### src/rtl/pulse_meter_pkg.sv
// Shared types and helpers for the pulse length meter: FSM state encoding
// and the saturation limit derived from the length width.
package pulse_meter_pkg;

    typedef enum logic [0:0] {
        IDLE    = 1'b0,
        MEASURE = 1'b1
    } meter_state_e;

    // Largest value representable in a length field of the given width.
    function automatic int unsigned length_max(input int unsigned bits);
        return (32'd1 << bits) - 32'd1;
    endfunction

endpackage

### src/rtl/pulse_input_synchronizer.sv
// Multi-flop synchronizer for the measured pulse; a plain wire when
// SYNC_STAGES is 0 so the meter can also sit in the pulse's own domain.
module pulse_input_synchronizer #(
    parameter int SYNC_STAGES = 2
) (
    input  logic i_clk,
    input  logic i_rst_n,
    input  logic i_pulse,
    output logic o_pulse
);

    generate
        if (SYNC_STAGES == 0) begin : g_bypass
            assign o_pulse = i_pulse;
        end else begin : g_sync
            logic [SYNC_STAGES-1:0] r_sync;

            always_ff @(posedge i_clk or negedge i_rst_n) begin
                if (!i_rst_n) begin
                    r_sync <= '0;
                end else begin
                    r_sync[0] <= i_pulse;
                    for (int i = 1; i < SYNC_STAGES; i++) begin
                        r_sync[i] <= r_sync[i-1];
                    end
                end
            end

            assign o_pulse = r_sync[SYNC_STAGES-1];
        end
    endgenerate

endmodule

### src/rtl/pulse_length_meter.sv
// Measures the high time of each input pulse in clocks and presents it
// through a valid/ready result register with saturation and overrun flags.
module pulse_length_meter
    import pulse_meter_pkg::*;
#(
    parameter int DEEP_PULSE_LENGTH_BITS = 5,
    parameter int SYNC_STAGES            = 2
) (
    input  logic                              IN_CLOCK,
    input  logic                              IN_RESET_N,
    input  logic                              IN_PULSE,
    input  logic                              IN_READY,
    output logic                              OUT_VALID,
    output logic [DEEP_PULSE_LENGTH_BITS-1:0] OUT_LENGTH_CLKS,
    output logic                              OUT_SATURATED,
    output logic                              OUT_OVERRUN
);

    localparam int W = DEEP_PULSE_LENGTH_BITS;
    localparam logic [W-1:0] LENGTH_MAX = W'(length_max(W));
    localparam logic [W-1:0] CNT_ONE    = W'(1);
    localparam logic [0:0]   L_IDLE     = IDLE;
    localparam logic [0:0]   L_MEASURE  = MEASURE;

    logic         w_s;
    logic [0:0]   r_state;
    logic [W-1:0] r_cnt;
    logic         r_sat;
    logic         r_valid;
    logic [W-1:0] r_length;
    logic         r_saturated;
    logic         r_overrun;

    logic         w_complete;
    logic         w_load;
    logic [W-1:0] w_cnt_inc;

    pulse_input_synchronizer #(
        .SYNC_STAGES(SYNC_STAGES)
    ) u_sync (
        .i_clk   (IN_CLOCK),
        .i_rst_n (IN_RESET_N),
        .i_pulse (IN_PULSE),
        .o_pulse (w_s)
    );

    // Counter holds at LENGTH_MAX instead of wrapping.
    assign w_cnt_inc  = (r_cnt == LENGTH_MAX) ? r_cnt : r_cnt + CNT_ONE;
    assign w_complete = (r_state == L_MEASURE) && !w_s;
    assign w_load     = w_complete && (!r_valid || IN_READY);

    always_ff @(posedge IN_CLOCK or negedge IN_RESET_N) begin
        if (!IN_RESET_N) begin
            r_state <= L_IDLE;
            r_cnt   <= '0;
            r_sat   <= 1'b0;
        end else begin
            case (r_state)
                L_IDLE: begin
                    if (w_s) begin
                        r_state <= L_MEASURE;
                        r_cnt   <= CNT_ONE;
                        r_sat   <= (CNT_ONE == LENGTH_MAX);
                    end
                end
                L_MEASURE: begin
                    if (w_s) begin
                        r_cnt <= w_cnt_inc;
                        r_sat <= (w_cnt_inc == LENGTH_MAX);
                    end else begin
                        r_state <= L_IDLE;
                    end
                end
                default: r_state <= L_IDLE;
            endcase
        end
    end

    // A completion colliding with a held, unaccepted result is dropped.
    always_ff @(posedge IN_CLOCK or negedge IN_RESET_N) begin
        if (!IN_RESET_N) begin
            r_valid     <= 1'b0;
            r_length    <= '0;
            r_saturated <= 1'b0;
            r_overrun   <= 1'b0;
        end else begin
            r_overrun <= w_complete && r_valid && !IN_READY;
            if (w_load) begin
                r_valid     <= 1'b1;
                r_length    <= r_cnt;
                r_saturated <= r_sat;
            end else if (r_valid && IN_READY) begin
                r_valid <= 1'b0;
            end
        end
    end

    assign OUT_VALID       = r_valid;
    assign OUT_LENGTH_CLKS = r_length;
    assign OUT_SATURATED   = r_saturated;
    assign OUT_OVERRUN     = r_overrun;

endmodule
### config.mk
export PLATFORM = sky130hd
export DESIGN_NAME = pulse_length_meter
export DESIGN_NICKNAME = d
export VERILOG_FILES = /design/src/rtl/pulse_meter_pkg.sv /design/src/rtl/pulse_input_synchronizer.sv /design/src/rtl/pulse_length_meter.sv
export SDC_FILE = /design/constraint.sdc
export NUM_CORES = 1
export LEC_CHECK = 0
export ABC_AREA = 1
export BUFFER_PORTS_ARGS = -buffer_cell sky130_fd_sc_hd__buf_2
export CORE_MARGIN = 2
export CORE_UTILIZATION = 47
export DETAILED_ROUTE_END_ITERATION = 12
export HOLD_SLACK_MARGIN = 0.03
export MAX_ROUTING_LAYER = met4
export PLACE_DENSITY_LB_ADDON = 0.12
export RECOVER_POWER = 100
export SLEW_MARGIN = 15
export SYNTH_ARGS = -nofsm -noshare
export SYNTH_HDL_FRONTEND = slang
export SYNTH_SLANG_ARGS = --single-unit
### constraint.sdc
create_clock -name IN_CLOCK -period 1.2 [get_ports IN_CLOCK]
set_input_delay 0.06 -clock IN_CLOCK [delete_from_list [all_inputs] [get_ports IN_CLOCK]]
set_output_delay 0.06 -clock IN_CLOCK [all_outputs]
set_load 0.02 [all_outputs]
**After elaboration in Yosys (flattened, before gate mapping)**

Index checks and enable logic that the tools add are counted.

- Input bits: 4
- Word-level logic and storage cells: 35
- Register bits after elaboration: 17
- Output and inout port bits: 8

- Eq/ne operators: 4
- Reductions and logical operators: 11
- Mux-type cells: 10
- Add/sub/neg operators: 1
- Bitwise operators: 1

Operators by type and width:

| kind | number |
|---|---|
| 5-bit two-way mux | 3 |
| 5-bit == test, second input constant | 2 |
| 5-bit one-hot mux with 2 select lines | 1 |
| 5-bit by 1-bit adder with 5-bit output, second input constant | 1 |
| 1-bit logical AND | 5 |
| 1-bit two-way mux | 5 |
| 2-bit by 1-bit inequality test with 1-bit output, second input constant | 2 |
| 1-bit zero test | 3 |
| 1-bit one-hot mux with 2 select lines | 1 |
| 2-bit AND reduction | 1 |
| 2-bit nonzero test | 1 |
| 1-bit logical OR | 1 |
| 1-bit NOT | 1 |

**Logic depth before layout (Yosys ltp)**

- Depth in word-level cells: 5
- Depth in mapped cells: 9

**Cells and area by module**

Synthesis repeated with hierarchy kept, for this count alone.

- Cell total of the unflattened synthesis: 81
- Area total of the unflattened synthesis: 715.7 sq um

By module, submodules not included:

| module | area an instance (sq um) | cells an instance | seq. area each (sq um) | times used |
|---|---|---|---|---|
| pulse_length_meter | 665.6 | 79 | 375.4 | 1 |
| pulse_input_synchronizer | 50.0 | 2 | 50.0 | 1 |

**Worst setup path before layout**

Ideal clock, no wire load.

- Kind: register to register
- Start: reg r_cnt[0]
- End: reg r_sat
- Slack: 9 ps
- Required time: 1084 ps
- Stages on the path, launching flop included: 10
- Arrival: 1075 ps
- Path through: dfrtp_1 -> ha_1 -> nand2_1 -> nor2_2 -> nand3_1 -> nand2_1 -> nand2_1 -> clkinv_1 -> nand2_1 -> nand2_1

- Longest elaborated chain between the ends: 5
- Elaborated cells between the ends (all ways): 6
- Those cells by class: add/sub (1); eq/ne (2); mux (3)

RTL lines:

| item | line | RTL |
|---|---|---|
| from (decl) | pulse_length_meter.sv:27 | `logic [W-1:0] r_cnt;` |
| from (signal assigned) | pulse_length_meter.sv:68 | `r_cnt <= w_cnt_inc;` |
| 5-bit by 1-bit adder with 5-bit output / 5-bit == test (equally long branches) | pulse_length_meter.sv:48 | `assign w_cnt_inc = (r_cnt == LENGTH_MAX) ? r_cnt : r_cnt + CNT_ONE;` |
| 5-bit two-way mux (*) | pulse_length_meter.sv:48 |  |
| 5-bit == test (*) | pulse_length_meter.sv:69 | `r_sat <= (w_cnt_inc == LENGTH_MAX);` |
| 1-bit two-way mux (*) | pulse_length_meter.sv:67 | `if (w_s) begin` |
| 1-bit one-hot mux with 2 select lines (*) | pulse_length_meter.sv:58 | `case (r_state)` |
| to (signal assigned) | pulse_length_meter.sv:63 | `r_sat <= (CNT_ONE == LENGTH_MAX);` |
| to (signal assigned) | pulse_length_meter.sv:69 |  |
| to (decl) | pulse_length_meter.sv:28 | `logic r_sat;` |

Every way passes the cells marked *; elsewhere a longest branch is shown, timed or not. The select of a mux whose other input is x is not followed.
A chain may end at the register's enable or synchronous reset.

**Worst setup path in the final report**

- Start: reg r_cnt[1]
- End: reg r_sat

The elaborated chain is that of the path after synthesis.

==> qor.csv <==
metric,value,unit
ff2ff_setup_slack,-0.02,ns
crit_chain,ha_4 > nand4_1 > nand2_1 > nand2_2 > nand2_2 > inv_2 > nand2_1 > nand2_1,
wl,1320,um
relSlewSlack,0.413,
grt_max_degree,18,
syn-cell-area,716,sq um
cp.buffers_inverters,1,
hold_violations,0,
grt_pass1_wl,2250,um
vias,583,
synth_nets,86,
pin_count,12,
critPathCaptureType,flip-flop,
dpl.cell_count,111,
clockBufferDepth,2,
path_common_cell,nand2_1,
synth-seq-cells,17,
critical_path_arrival,1.41,ns
cellPowerDensity,1360,mW/mm^2
drt_iter0_markers,27,
critPathKind,flip-flop to flip-flop,
grt.total_usage,0.176,
ant_nets,0,
worst-path-stages,8,
clock_sinks,17,
fillers,136,
diodes,0,
cts_tree,yes,
die_h,43.0,um
cts_buffers,3,
rsz0062_at_grt,true,
worstMarginPinSlew,0.881,ns
yosys.area.top_type,dfrtp_1,
core_area,0.00147,sq mm
die_w,43.0,um
synth_edf_count,0,
synthToLayoutAreaGrowth,22.7,%
synth_ff_type,dfrtp_1,
synth_top_area_frac,0.594,
hold_path_class,flip-flop to flip-flop,
whs,0.362,ns
dpl_worst_slack,-0.0277,ns
first_global_vias,552,
yosysWarningCount,0,
fin_ws,-0.0207,ns
post-route-period-util,1.02,
worst_r2r_path_depth,8,
r2r_end,r_sat,
place_congestion,0.925,
grt_overflow,0,
drc,0,
dieArea,0.00185,sq mm
drv_slew,0,
dr.pass1.iters,4,
yosys.cell_types.count,16,
required,1.39,ns
ys_top_cells_by_count,"nand2_1 (29), dfrtp_1 (17), inv_1 (9)",
final_util,0.597,
maxCapViolations,0,
nets,108,
cts.clk_slew.worst_paths,0.09,ns
crit_slowest_cell,dfrtp_1,
crit_path_start_kind,flip-flop,
synth.area.top_cells,"dfrtp_1 (59%), nand2_1 (15%), inv_1 (4.7%), nand3_1 (3.5%), o21ai_0 (3.5%)",
seq_area_frac_synth,0.594,
setup_viol,2,
max_freq,0.819,GHz
cts-root-buf,clkbuf_4,
clk_latency,0.29,ns
synth.most_common_cell,nand2_1,
avgViaCountPerCell,4.94,
min_period,1.22,ns
crit_path_end,r_sat,
cts_setup_buffers,0,
place_hpwl,915,um
num_rows,14,
p_leak,0.443,nW
status,"complete, but fails checks",
io_buffers,11,
start_util,0.486,
slowest_delay,0.41,ns
drive_gt1_frac,0.167,
max-vdd-ir-drop,0.606,mV
r2r-start,r_cnt[1],
syn-instance-count,81,
crit_fanout,4,
finalNonFillerCells,118,
wl_per_cell,11.2,um
skew,0.00274,ns
cp_top_family,simple AND/OR/NAND/NOR gates,
async_reset_ff_frac,1.00,
violations,setup timing,
grt_antenna_before_repair,0,
power,1.19,mW
synth_area_per_cell,8.84,sq um
crit_start,r_cnt[1],
htreeDepth,1,
==> metrics by stage <==
step	TNS, ns	cell area (sq um)
final	-0.0332	878
after global routing	-0.257	878
after CTS	-0.0355	875
after detailed placement	-0.0323	813
after global placement	0	813
after floorplan	0	716
==> what timing repair did <==
item                                   CTS  global route
hold buffers                             3             0
pin swaps                                0             4
setup endpoints to repair                2             4
endpoints found under the hold margin   19             0
gates cloned                             0             0
resized for setup                        2             5
==> cells in the final DEF (no fill, tap or decap) <==
cell            n
o21bai_1        1
o21ai_0         4
nand2_2         3
buf_4           4
nand2_1        26
buf_2           2
inv_2           2
nor2_1          2
nor2_2          1
clkbuf_4        3
a21oi_1         1
o21ai_1         5
clkbuf_1       10
inv_1           9
dfrtp_1        17
ha_4            1
dlygate4sd3_1   3
nand3_1         5
nand4_1         2
mux2_2          1
==> per-layer routing <==
metal	wire [um]	GRT usage
met5	0	-
met4	22	0.127
met3	60	0.0511
met2	602	0.267
met1	638	0.196
==> registers in the layout, summed over array words and instances (netlist names) <==
name,flops
OUT_LENGTH_CLKS,5
OUT_OVERRUN,1
OUT_SATURATED,1
OUT_VALID,1
r_cnt,5
r_sat,1
r_state,1
u_sync.g_sync.r_sync,2
==> cell families after synthesis <==
| group | synth area share |
|---|---|
| AO/OA/AOI/OAI | 0.0804 |
| adder cells (fa/ha/maj) | 0.0175 |
| buffers and inverters | 0.0682 |
| flip-flops | 0.594 |
| multiplexers | 0.0157 |
| AND/OR/NAND/NOR | 0.224 |
==> power breakdown <==
| part | switching (mW) | leakage, nW | internal (mW) |
|---|---|---|---|
| Clock | 0.175 | 0.0150 | 0.129 |
| Sequential | 0.0370 | 0.220 | 0.618 |
| Combinational | 0.146 | 0.208 | 0.0886 |
| Total | 0.358 | 0.443 | 0.836 |
==> layout make-up <==
type	instances	area (sq um)	share of cell area
timing repair buffer	18	104	0.118
clock buffer	4	26.3	0.0299
inverter	11	41.3	0.0470
multi-input combinational	52	262	0.298
sequential	17	425	0.484
tap	16	20.0	0.0228
==> worst min-delay path by stage <==
stage                                        from                 endpoint  cells after the start
after CTS                              IN_RESET_N       OUT_LENGTH_CLKS[3]                      2
final                     u_sync.g_sync.r_sync[0]  u_sync.g_sync.r_sync[1]                      0
after floorplan                        IN_RESET_N       OUT_LENGTH_CLKS[0]                      0
after detailed placement               IN_RESET_N       OUT_LENGTH_CLKS[3]                      1
after global routing      u_sync.g_sync.r_sync[0]  u_sync.g_sync.r_sync[1]                      0
after global placement                 IN_RESET_N       OUT_LENGTH_CLKS[2]                      1
No activity file was read; power rests on OpenSTA's default activity.
